**config.mk**
```make
export PLATFORM = sky130hd
export DESIGN_NAME = mmio_button_io
export DESIGN_NICKNAME = d
export VERILOG_FILES = /design/src/rtl/mmio_button_io.sv
export SDC_FILE = /design/constraint.sdc
export NUM_CORES = 1
export LEC_CHECK = 0
export ABC_AREA = 1
export BUFFER_PORTS_ARGS = -buffer_cell sky130_fd_sc_hd__buf_2
export CORE_MARGIN = 1.5
export CORE_UTILIZATION = 46
export CTS_BUF_LIST = sky130_fd_sc_hd__clkbuf_4 sky130_fd_sc_hd__clkbuf_8
export CTS_CLUSTER_DIAMETER = 40
export DETAILED_ROUTE_END_ITERATION = 7
export PLACE_DENSITY = 0.79
export SYNTH_ARGS = -nofsm -noshare
export SYNTH_HDL_FRONTEND = slang
export SYNTH_SLANG_ARGS = --single-unit
```
**constraint.sdc**
```tcl
create_clock -name clk -period 1.3 [get_ports clk]
set_clock_uncertainty 0.05 [all_clocks]
set_input_delay 0.195 -clock clk [delete_from_list [all_inputs] [get_ports clk]]
set_output_delay 0.195 -clock clk [all_outputs]
set_load 0.01 [all_outputs]
```
**src/rtl/mmio_button_io.sv**
```systemverilog
`default_nettype none
// ============================================================================
//  Module   : mmio_button_io
//  Purpose  : Memory-mapped LED/HEX/KEY/SW peripheral with key debouncing,
//             sticky press events (W1C) and a maskable interrupt.
//  Revision : 1.0
// ============================================================================
module mmio_button_io #(
    parameter int NUM_KEYS        = 4,
    parameter int NUM_SW          = 10,
    parameter int NUM_LEDS        = 10,
    parameter int HEX_DIGITS      = 6,
    parameter int DEBOUNCE_CYCLES = 4,
    parameter int KEY_ACTIVE_LOW  = 1
) (
    input  logic                    clk,
    input  logic                    reset,
    input  logic                    sel,
    input  logic [31:0]             addr,
    input  logic [31:0]             writedata,
    input  logic                    memwrite,
    output logic [31:0]             readdata,
    input  logic [NUM_KEYS-1:0]     key_raw,
    input  logic [NUM_SW-1:0]       sw_raw,
    output logic [NUM_LEDS-1:0]     leds,
    output logic [4*HEX_DIGITS-1:0] hex_digits,
    output logic                    irq
);

    localparam int c_HEX_W = 4 * HEX_DIGITS;
    localparam int c_CNT_W = $clog2(DEBOUNCE_CYCLES + 1);

    localparam logic [c_CNT_W-1:0]  c_CNT_MAX  = c_CNT_W'(DEBOUNCE_CYCLES - 1);
    localparam logic [c_CNT_W-1:0]  c_CNT_ONE  = c_CNT_W'(1);
    localparam logic [NUM_KEYS-1:0] c_KEY_IDLE = (KEY_ACTIVE_LOW != 0) ? '1 : '0;

    localparam logic [7:0] c_ADDR_LEDS   = 8'h04;
    localparam logic [7:0] c_ADDR_HEX    = 8'h08;
    localparam logic [7:0] c_ADDR_KEY    = 8'h10;
    localparam logic [7:0] c_ADDR_SW     = 8'h20;
    localparam logic [7:0] c_ADDR_EVENT  = 8'h40;
    localparam logic [7:0] c_ADDR_IRQ_EN = 8'h80;

    logic [NUM_KEYS-1:0] r_key_s1, r_key_s2;
    logic [NUM_SW-1:0]   r_sw_s1, r_sw_s2;
    logic [NUM_KEYS-1:0] r_stable;
    logic [c_CNT_W-1:0]  r_cnt [NUM_KEYS];
    logic [NUM_KEYS-1:0] r_event;
    logic [NUM_KEYS-1:0] r_irq_en;
    logic [NUM_LEDS-1:0] r_leds;
    logic [c_HEX_W-1:0]  r_hex;
    logic                r_irq;

    logic                w_wr;
    logic [NUM_KEYS-1:0] w_key_sync;
    logic [NUM_KEYS-1:0] w_accept;
    logic [NUM_KEYS-1:0] w_rise;
    logic [NUM_KEYS-1:0] w_clr;
    logic                w_unused;

    assign w_unused = ^addr[31:8];

    // XOR with the idle level normalises polarity so pressed reads as 1.
    always_comb begin
        w_wr       = sel & memwrite;
        w_key_sync = r_key_s2 ^ c_KEY_IDLE;
        w_accept   = '0;
        for (int i = 0; i < NUM_KEYS; i++) begin
            w_accept[i] = (w_key_sync[i] != r_stable[i]) && (r_cnt[i] == c_CNT_MAX);
        end
        w_rise = w_accept & w_key_sync;
        w_clr  = (w_wr && addr[7:0] == c_ADDR_EVENT) ? writedata[NUM_KEYS-1:0] : '0;
    end

    always_ff @(posedge clk) begin
        if (reset) begin
            r_key_s1 <= c_KEY_IDLE;
            r_key_s2 <= c_KEY_IDLE;
            r_sw_s1  <= '0;
            r_sw_s2  <= '0;
            r_stable <= '0;
            for (int i = 0; i < NUM_KEYS; i++) r_cnt[i] <= '0;
            r_event  <= '0;
            r_irq_en <= '0;
            r_leds   <= '0;
            r_hex    <= '0;
            r_irq    <= 1'b0;
        end else begin
            r_key_s1 <= key_raw;
            r_key_s2 <= r_key_s1;
            r_sw_s1  <= sw_raw;
            r_sw_s2  <= r_sw_s1;

            for (int i = 0; i < NUM_KEYS; i++) begin
                if (w_key_sync[i] == r_stable[i]) begin
                    r_cnt[i] <= '0;
                end else if (w_accept[i]) begin
                    r_stable[i] <= w_key_sync[i];
                    r_cnt[i]    <= '0;
                end else begin
                    r_cnt[i] <= r_cnt[i] + c_CNT_ONE;
                end
            end

            if (w_wr) begin
                case (addr[7:0])
                    c_ADDR_LEDS:   r_leds   <= writedata[NUM_LEDS-1:0];
                    c_ADDR_HEX:    r_hex    <= writedata[c_HEX_W-1:0];
                    c_ADDR_IRQ_EN: r_irq_en <= writedata[NUM_KEYS-1:0];
                    default: ;
                endcase
            end

            // A press landing in the same cycle as its clear must survive.
            r_event <= (r_event & ~w_clr) | w_rise;
            r_irq   <= |(r_event & r_irq_en);
        end
    end

    always_comb begin
        readdata = '0;
        if (sel) begin
            case (addr[7:0])
                c_ADDR_LEDS:   readdata = 32'(r_leds);
                c_ADDR_HEX:    readdata = 32'(r_hex);
                c_ADDR_KEY:    readdata = 32'(r_stable);
                c_ADDR_SW:     readdata = 32'(r_sw_s2);
                c_ADDR_EVENT:  readdata = 32'(r_event);
                c_ADDR_IRQ_EN: readdata = 32'(r_irq_en);
                default:       readdata = '0;
            endcase
        end
    end

    assign leds       = r_leds;
    assign hex_digits = r_hex;
    assign irq        = r_irq;

endmodule
`default_nettype wire

```
==> results.md, run 1 <==
- Outcome: finished, violations left
- DR iter-0 viols: 348
- Nets: 781
- Top cell type's share of synthesized area: 39.1%
- Final Setup Violations: 28
- Vias in the first global route: 3754
- Power per cell area: 958 mW/mm^2
- Adder-cell share of the synthesized area: 2.61%
- Root Buffer Master: clkbuf_8
- Core footprint: 0.00813 mm^2
- R2R depth: 5
- Vias: 4057
- Die area: 0.00891 mm^2
- Clk sinks: 87
- Critical Path End Type: output port
- Setup TNS: -3.60 ns
- Post-synthesis compound-gate area fraction: 7.78%
- Final ANT Viol Nets: 0
- LEAKAGE: 0.00297 uW
- Clock Pin Slew Worst Setup and Hold Paths: 0.09 ns
- Clk_lat worst skew: 0.35 ns
- Xor and xnor area share after synthesis: 0%
- Mux share of post-synthesis cell area: 0%
- Most common cell after layout, fill and taps aside: nor2_1
- Most frequent cells in the layout: nor2_1 (117), buf_2 (92), dfxtp_1 (69)
- CP max FO: 6
- Minimum clock period: 1.58 ns
- Fill cell count: 569
- Initial antenna violation count: 0
- Gp weighted congestion: 0.887
- Global Route Usage Sum: 24.9%
- Fraction of layout cells with a size suffix above 1: 42.0%
- I/O Pins: 149
- Die height: 94.4 um
- Fmax: 634 MHz
- Crit path to: readdata[8]
- CTS max path bufs: 2
- CTS HTree Levels: 3
- Mapped Cells: 516
- First-pass GRT wire length: 17300 um
- Grt ovf: 0
- TritonCTS Buffers: 9
- Detailed Route WL: 11700 um
- #FFs+latches synth: 87
- Reg2Reg Setup Slack: -0.01 ns
- Final Core Density: 72.5%
- Failing checks: setup timing
- CP Launch Point: addr[0]
- CTS tree: yes
- Reg2Reg Capture Point: r_cnt[2][0]
- Post-Syn Area: 0.00384 mm^2
- Largest family of logic cells by synthesized area: simple AND/OR/NAND/NOR gates
- Row cnt: 33
- DR WL/cell: 14.6 um
- 1st-pass router iterations: 5
- Slew Viols, Final: 0
- Post-synthesis sequential area ratio: 48.5%
- Worst EP arrival: 1.33 ns
- WP data required: 1.05 ns
- DRC viols: 0
- Antenna diodes: 0
- Largest net degree at the start of global routing: 34
- Distinct cell type count after synthesis: 26
- Fin crit share: 121%
- Setup slack after layout: -0.277 ns
- Worst hold path type: in2reg
- Vias per cell: 5.06
- Unrepaired setup endpoints after global routing: true
- Dpl hpwl: 6860 um
- Worst r2r src: r_cnt[2][0]
- Die W: 94.4 um
- PortBufs: 108
- Synth Area in Simple Gates: 29.6%
- Syn_area_per_cell: 7.45 um^2
- Type of origin of the critical path: input port
- Hold Violations, Final: 0
- Layout area overhead: 53.6%
- Largest cells by area after synthesis: dfxtp_1 (39%), nor2_1 (13%), edfxtp_1 (9.4%), nand2_1 (6.4%), inv_1 (6.0%)
- Critical path class: in2out
- Largest area contributor in the synthesized netlist: dfxtp_1
- Max-Cap Viols: 0
- Initial core utilization: 47.2%
- Peak VDD IR: 536 uV
- Pre-CTS setup slack: -0.314 ns
- YS warnings: 0
cell families after synthesis:
kind of cell               after synthesis
AOI/OAI and AO/OA                       59
adders and majority gates                8
buffers and inverters                   97
DFF                                     87
other                                    2
and+or+nand+nor                        263
what timing repair did:
item / CTS / global route
setup endpoints to repair: 37 / 39
hold buffers: 15 / 1
cloned: 4 / 0
resized for setup: 104 / 68
buffers inserted: 14 / 10
pin swaps: 30 / 22
endpoints found under the hold margin: 15 / 1
flip-flops by register name (all words and copies together) (netlist names):
signal and flops:
hex_digits 24, irq 1, leds 10, r_cnt 12, r_event 4, r_irq_en 4
r_key_s1 4, r_key_s2 4, r_stable 4, r_sw_s1 10, r_sw_s2 10
power breakdown:
group	switching, uW	internal (uW)	total (uW)
Combinational	269	241	510
Sequential	30.8	2790	2820
Clock	1020	1300	2320
Total	1320	4330	5650
Yosys cell counts:
library cell and n:
a21oi_1 12, a41oi_1 1, buf_1 1, buf_2 2
buf_4 11, buf_6 4, clkbuf_1 9, clkinv_1 1
conb_1 2, dfxtp_1 75, edfxtp_1 12, ha_1 8
inv_1 61, inv_2 8, nand2_1 66, nand2_2 1
nand2_4 2, nand3_1 42, nand3_2 1, nand4_1 4
nor2_1 133, nor2_2 4, nor2_8 2, o21ai_0 33
o21ai_1 13, or2_2 8
metal layers:
metal | routed length, um | vias up | share of wire (%) | GRT usage, %
met5 | 0 | - | 0 | 0
met4 | 290 | 0 | 2.5 | 8.96
met3 | 877 | 36 | 7.5 | 6.04
met2 | 5930 | 219 | 51 | 43.9
met1 | 4570 | 1874 | 39 | 29.2
li1 | - | 1928 | - | -
critical path, stage by stage:
cell	delay, ns
buf_8	0.10
inv_4	0.05
nand2_4	0.06
nor2_4	0.17
buf_6	0.15
buf_16	0.13
buf_6	0.10
nand3_4	0.05
nand3_2	0.05
nand2_1	0.05
inv_1	0.08
buf_2	0.13
worst min path at each step:
stage,from,end,cells past startpoint
after CTS,writedata[19],hex_digits[19],3
after global routing,writedata[14],hex_digits[14],3
final,writedata[19],hex_digits[19],3
after floorplan,key_raw[0],r_key_s1[0],1
after global placement,key_raw[3],r_key_s1[3],2
after detailed placement,key_raw[0],r_key_s1[0],2
final cells by class:
cell class | instances | area [um^2] | area share (%)
Tap cell | 105 | 131 | 2.23
Clock buffer | 9 | 124 | 2.10
Inverter | 70 | 310 | 5.26
Multi-Input combinational cell | 350 | 2070 | 35.1
Timing Repair Buffer | 173 | 1270 | 21.5
Sequential cell | 87 | 1870 | 31.7
Clock inverter | 7 | 128 | 2.16
per-stage QoR:
step / power, uW / cell area, um^2 / hold WS (ns) / cells
after CTS: 5620 / 5620 / 0.00382 / 794
after global routing: 5840 / 5900 / 0.00287 / 801
after floorplan: 3070 / 3930 / 0.249 / 534
after detailed placement: 3220 / 4630 / 0.332 / 745
final: 5650 / 5900 / 0.00614 / 801
after global placement: 3210 / 4630 / 0.332 / 745
Power figures use the tool's default switching activity.
==> run 2: changes to the inputs <==
CORE_UTILIZATION = 44   (was 46)
CTS_BUF_LIST = sky130_fd_sc_hd__clkbuf_8 sky130_fd_sc_hd__clkbuf_16   (was sky130_fd_sc_hd__clkbuf_4 sky130_fd_sc_hd__clkbuf_8)
PLACE_DENSITY = 0.76   (was 0.79)
SKIP_CTS_REPAIR_TIMING = 1   (was not set)
==> run 2 against run 1 <==
  * First-iteration DRC count fell by 32%
  * Critical endpoint is now readdata[0]
  * Global-route usage shrank 5.1 points
  * Non-clock buffer count fell by 21
  * Critical path type unchanged
  * Setup slack got worse by 0.035 ns
  * Utilization fell by 6.9 points
  * Highest routed layer unchanged
  * Die area rose by 4.4%
  * Sequential power about the same
  * Largest power group unchanged
  * The flow finishes with violations (hold timing, setup timing)
==> results.md, run 2 (same netlist as run 1, synthesis figures left out) <==
- Outcome: finished, violations left (unchanged)
- Failing checks: hold timing, setup timing (was setup timing)
- Reg2Reg Setup Slack: -0.03 ns (was -0.01 ns)
- DRC viols: 0 (unchanged)
- Hold_ws: -0.00360 ns (was 0.00614 ns)
- Fin crit share: 124% (was 121%)
- Worst r2r src: r_cnt[3][0] (was r_cnt[2][0])
- Setup TNS: -4.09 ns (was -3.60 ns)
- First-pass GRT wire length: 14100 um (was 17300 um)
- Dpl hpwl: 6670 um (was 6860 um)
- Hold Violations, Final: 1 (was 0)
- Initial antenna violation count: 0 (unchanged)
- Peak VDD IR: 670 uV (was 536 uV)
- Slew Viols, Final: 0 (unchanged)
- CTS tree: yes (unchanged)
- Core footprint: 0.00834 mm^2 (was 0.00813 mm^2)
- LEAKAGE: 0.00274 uW (was 0.00297 uW)
- Detailed Route WL: 10300 um (was 11700 um)
- Max reg flops: 24 (unchanged)
- Unrepaired setup endpoints after global routing: true (unchanged)
- Reg2Reg Capture Point: r_cnt[3][0] (was r_cnt[2][0])
- Area occupied by multi-input gates: 0.00192 mm^2 (was 0.00207 mm^2)
- Fmax: 620 MHz (was 634 MHz)
- Type of origin of the critical path: input port (unchanged)
- R2R depth: 5 (unchanged)
- Power per cell area: 904 mW/mm^2 (was 958 mW/mm^2)
- Root Buffer Master: clkbuf_8 (unchanged)
- CP max FO: 6 (unchanged)
- Max-Cap Viols: 0 (unchanged)
- Minimum clock period: 1.61 ns (was 1.58 ns)
- I/O Pins: 149 (unchanged)
- Vias in the first global route: 3174 (was 3754)
- DR iter-0 viols: 236 (was 348)
- Die area: 0.00930 mm^2 (was 0.00891 mm^2)
- Worst hold path type: in2reg (unchanged)
- CP Launch Point: addr[2] (was addr[0])
- Most common cell after layout, fill and taps aside: nor2_1 (unchanged)
- Critical path class: in2out (unchanged)
- Crit path to: readdata[0] (was readdata[8])
- DP Cell Count: 743 (was 745)
- Critical Path End Type: output port (unchanged)
- Fill cell count: 677 (was 569)
- Nets: 760 (was 781)
- Most frequent cells in the layout: nor2_1 (127), buf_2 (100), dfxtp_1 (72) (was nor2_1 (117), buf_2 (92), dfxtp_1 (69))
- Row cnt: 33 (unchanged)
- Fraction of layout cells with a size suffix above 1: 36.9% (was 42.0%)
- Worst EP arrival: 1.37 ns (was 1.33 ns)
- Final Setup Violations: 25 (was 28)
- Overall power: 4950 uW (was 5650 uW)
- CTS max path bufs: 2 (unchanged)
- Clock Pin Slew Worst Setup and Hold Paths: 0.09 ns (about the same)
- Grt ovf: 0 (unchanged)
- Layout area overhead: 42.5% (was 53.6%)
- CTS HTree Levels: 3 (unchanged)
- Vias per cell: 4.92 (was 5.06)
- Vias: 3836 (was 4057)
- TritonCTS Buffers: 9 (unchanged)
- WP data required: 1.05 ns (about the same)
- Setup slack after layout: -0.312 ns (was -0.277 ns)
- Non-filler cells in the finished layout: 780 (was 801)
- Clk_lat worst skew: 0.36 ns (was 0.35 ns)
- Largest net degree at the start of global routing: 34 (unchanged)
- Die W: 96.5 um (was 94.4 um)
- Gp weighted congestion: 0.812 (was 0.887)
- 1st-pass router iterations: 5 (unchanged)
- Initial core utilization: 46.1% (was 47.2%)
- PortBufs: 108 (unchanged)
- Clk sinks: 87 (unchanged)
- Final ANT Viol Nets: 0 (unchanged)
- DR WL/cell: 13.2 um (was 14.6 um)
- Seq. cell area: 0.00187 mm^2 (about the same)
- Antenna diodes: 0 (unchanged)
- Die height: 96.5 um (was 94.4 um)
- Global Route Usage Sum: 19.8% (was 24.9%)
-- run 2: cell count changes in the layout (fill, tap and decap cells not counted), moves of 4 or more --
| cell | before | now |
|---|---|---|
| nand3_2 | 17 | 21 |
| nor2_1 | 117 | 127 |
| buf_6 | 18 | 9 |
| nand2_1 | 44 | 50 |
| buf_2 | 92 | 100 |
| nand2_4 | 12 | 6 |
| buf_4 | 39 | 21 |
| clkinvlp_4 | 0 | 4 |
| nand3_4 | 6 | 1 |
| dlygate4sd3_1 | 16 | 12 |
| nor2_4 | 11 | 3 |
-- run 2: how the worst min path moves through the flow --
stage,from,to,slack (ns),cells after the start
final,sw_raw[1],r_sw_s1[1],-0.004,3
after global routing,sw_raw[0],r_sw_s1[0],0.01,3
after CTS,key_raw[0],r_key_s1[0],-0.05,2
after detailed placement,key_raw[0],r_key_s1[0],0.33,2
after global placement,key_raw[1],r_key_s1[1],0.33,2
after floorplan,key_raw[0],r_key_s1[0],0.25,1
-- run 2: worst max-delay path: stages --
cell	delay, ns
buf_8	0.10
inv_6	0.05
nand2_4	0.05
nor2_4	0.24
clkbuf_16	0.21
nand3_2	0.07
nand2_2	0.08
nor2_2	0.04
a21oi_2	0.16
buf_2	0.16
-- run 2: metal layers --
| metal | routed length [um] | global-route usage, % | vias to the layer above |
|---|---|---|---|
| li1 | - | - | 1887 |
| met3 | 697 | 4.30 | 27 |
| met1 | 4230 | 25.6 | 1769 |
| met4 | 300 | 8.70 | 0 |
| met5 | 0 | 0 | - |
| met2 | 5060 | 31.8 | 153 |
-- run 2: layout make-up --
type                    count  area share, %
multi-input cells         350           35.1
flip-flops and latches     87           34.1
repair buffers            152           19.6
inverters                  70           5.67
well taps                 105           2.40
clock buffers               9           2.26
clock inverters             7          0.868
-- run 2: power by group --
group | switching [uW] | leakage [uW] | internal [uW]
logic | 254 | 0.00192 | 220
clock network | 972 | 0.0000753 | 689
registers | 27.9 | 0.000736 | 2790
-- run 2: metrics by stage --
stage	setup slack, ns	area [um^2]	utilization [%]
2_1_floorplan	0.00594	3930	-
3_3_place_gp	-0.275	4620	55.4
3_5_place_dp	-0.295	4620	55.4
4_1_cts	-0.304	4790	57.4
5_1_grt	-0.366	5480	65.7
6_report	-0.312	5480	65.7
==> run 3: changes to the inputs <==
CORE_UTILIZATION = 50   (was 44)
PLACE_DENSITY = 0.82   (was 0.76)
clock period = 1.9 ns   (was 1.3 ns; I/O delays follow)
==> run 3 against run 2 <==
  * The run now ends clean
  * Critical path depth down 1
  * Hold slack gained 0.058 ns
  * Largest power group unchanged
  * Clock power decreased by 17%
  * Routed wire length fell by 16%
  * Register-to-register slack gained 0.52 ns
  * Die area down 12%
  * Via count decreased by 7.0%
  * Non-clock buffer count down 35
  * First-iteration DRC count rose by 19%
  * Flip-flop and latch count unchanged
  * Utilization fell by 1.5 points
  * Power down 29%
==> results.md, run 3 (same netlist as run 1, synthesis figures left out) <==
- Row cnt: 31 (was 33)
- Fmax: 568 MHz
- PortBufs: 108 (unchanged)
- Core footprint: 0.00733 mm^2 (was 0.00834 mm^2)
- Worst hold path type: in2reg (unchanged)
- Clk pwr share: 39.3% (was 33.6%)
- Most common cell after layout, fill and taps aside: nor2_1 (unchanged)
- Final ANT Viol Nets: 0 (unchanged)
- Clk_lat worst skew: 0.35 ns (was 0.36 ns)
- Outcome: finished clean (was finished, violations left)
- DR iter-0 viols: 280 (was 236)
- CP cell instances: buf_2, inv_2, nand2_2, nor2_1, nand3_1, nand2_1, nor2_1, a21oi_1, buf_2 (was buf_8, inv_6, nand2_4, nor2_4, clkbuf_16, nand3_2, nand2_2, nor2_2, a21oi_2, buf_2)
- Clk sinks: 87 (unchanged)
- Antenna diodes: 0 (unchanged)
- Slew Viols, Final: 0 (unchanged)
- Vias in the first global route: 3150 (was 3174)
- DR WL/cell: 11.7 um (was 13.2 um)
- Die area: 0.00822 mm^2 (was 0.00930 mm^2)
- CTS HTree Levels: 3 (unchanged)
- Seq. cell area: 0.00186 mm^2 (was 0.00187 mm^2)
- Pre-CTS setup slack: 0.0914 ns (was -0.295 ns)
- Global Route Usage Sum: 21.6% (was 19.8%)
- TritonCTS Buffers: 9 (unchanged)
- Critical path buffers and inverters: 3 (was 4)
- Vias: 3566 (was 3836)
- Max stage delay on crit path: 0.28 ns (was 0.24 ns)
- Switching Power: 803 uW (was 1250 uW)
- CP max stage cell: nor2_1 (was nor2_4)
- Max reg flops: 24 (unchanged)
- 1st-pass router iterations: 5 (unchanged)
- Cell internal pwr: 2720 uW (was 3700 uW)
- Initial antenna violation count: 0 (unchanged)
- Critical Path End Type: output port (unchanged)
- Worst EP arrival: 1.42 ns (was 1.37 ns)
- Gp weighted congestion: 0.844 (was 0.812)
- Max-Cap Viols: 0 (unchanged)
- Detailed Route WL: 8630 um (was 10300 um)
- Die W: 90.7 um (was 96.5 um)
- First-pass GRT wire length: 14300 um (was 14100 um)
- Fraction of layout cells with a size suffix above 1: 25.2% (was 36.9%)
- LEAKAGE: 0.00246 uW (was 0.00274 uW)
- CTS tree: yes (unchanged)
- Sw Share: 22.8% (was 25.3%)
- Hold_ws: 0.0545 ns (was -0.00360 ns)
- Type of origin of the critical path: input port (unchanged)
- DRC viols: 0 (unchanged)
- Peak VDD IR: 432 uV (was 670 uV)
- Largest net degree at the start of global routing: 36 (was 34)
- I/O Pins: 149 (unchanged)
- Hold Violations, Final: 0 (was 1)
- Grt ovf: 0 (unchanged)
- Critical path class: in2out (unchanged)
- Power per cell area: 750 mW/mm^2 (was 904 mW/mm^2)
- Fin crit share: 92.6%
- Layout area overhead: 22.3% (was 42.5%)
- Comb pwr share: 6.2% (was 9.6%)
- Fill cell count: 681 (was 677)
- Initial core utilization: 52.4% (was 46.1%)
- Root Buffer Master: clkbuf_8 (unchanged)
- Flop pwr share: 54.5% (was 56.9%)
- CP max FO: 4 (was 6)
- Nets: 725 (was 760)
- Dpl hpwl: 6460 um (was 6670 um)
- Clock Pin Slew Worst Setup and Hold Paths: 0.08 ns (was 0.09 ns)
- Most frequent cells in the layout: nor2_1 (131), buf_2 (108), dfxtp_1 (75) (was nor2_1 (127), buf_2 (100), dfxtp_1 (72))
- CTS max path bufs: 2 (unchanged)
- Area occupied by multi-input gates: 0.00162 mm^2 (was 0.00192 mm^2)
- Minimum clock period: 1.76 ns
- Unrepaired setup endpoints after global routing: false (was true)
- WP data required: 1.56 ns (was 1.05 ns)
- Die height: 90.7 um (was 96.5 um)
- CP top delay family: simple AND/OR/NAND/NOR gates (was buffers and inverters)
- Vias per cell: 4.83 (was 4.92)
- Setup TNS: 0 ns (was -4.09 ns)
- Setup slack after layout: 0.141 ns (was -0.312 ns)
- Final Setup Violations: 0 (was 25)
## run 3: changes by cell type in the layout (fill, tap and decap cells not counted), moves of 8 or more
cell           delta
buf_2             +8
buf_4            -13
ha_1              +8
nand3_2          -20
buf_6             -9
nand2_2          -10
nand2_1          +16
inv_1             +9
nand3_1          +21
dlygate4sd3_1    -12
## run 3: worst paths after layout
| check | slack (ns) | to | depth (start not counted) | start |
|---|---|---|---|---|
| max | 0.14 | readdata[2] | 9 | addr[5] |
| min | 0.05 | r_key_s1[2] | 2 | key_raw[2] |
| max reg2reg | 0.49 | r_cnt[2][2] | 5 | r_cnt[2][0] |
| min reg2reg | 0.35 | r_sw_s2[5] | 2 | r_sw_s1[5] |
## run 3: cell type report
| cell class | instances | area share [%] |
|---|---|---|
| clock buffers | 9 | 2.64 |
| clock inverters | 7 | 1.89 |
| inverters | 70 | 5.59 |
| multi-input cells | 350 | 34.4 |
| flip-flops and latches | 87 | 39.6 |
| well taps | 99 | 2.64 |
| repair buffers | 117 | 13.2 |
## run 3: per-stage QoR
step                utilization, %  cells  power [uW]  cell area (um^2)
floorplan                        -    534        2100              3910
global placement              61.1    723        2170              4480
detailed placement            61.1    723        2180              4480
CTS                           64.0    739        3560              4690
global route                  64.1    739        3670              4700
finish                        64.1    739        3530              4700
## run 3: power groups by stage
| stage | Sequential, uW | Clock [uW] | Combinational [uW] |
|---|---|---|---|
| 2_1_floorplan | 1960 | 0 | 138 |
| 3_3_place_gp | 1960 | 0 | 208 |
| 3_5_place_dp | 1970 | 0 | 215 |
| 4_1_cts | 1920 | 1420 | 217 |
| 5_1_grt | 1930 | 1490 | 250 |
| 6_report | 1920 | 1380 | 219 |
## run 3: worst reg2reg max path, stage by stage (launching register included)
cell and delay (ns):
edfxtp_1 0.41, ha_1 0.22, ha_1 0.19, inv_1 0.08
nand4_1 0.18, nor2_1 0.15
## run 3: metal layers
metal	share of wire (%)	wire, um	up-vias	global-route usage (%)
met5	0	0	-	0
met4	3.1	271	0	9.79
met3	7.4	640	31	4.55
met2	47	4060	162	34.3
met1	42	3660	1554	28.1
li1	-	-	1819	-
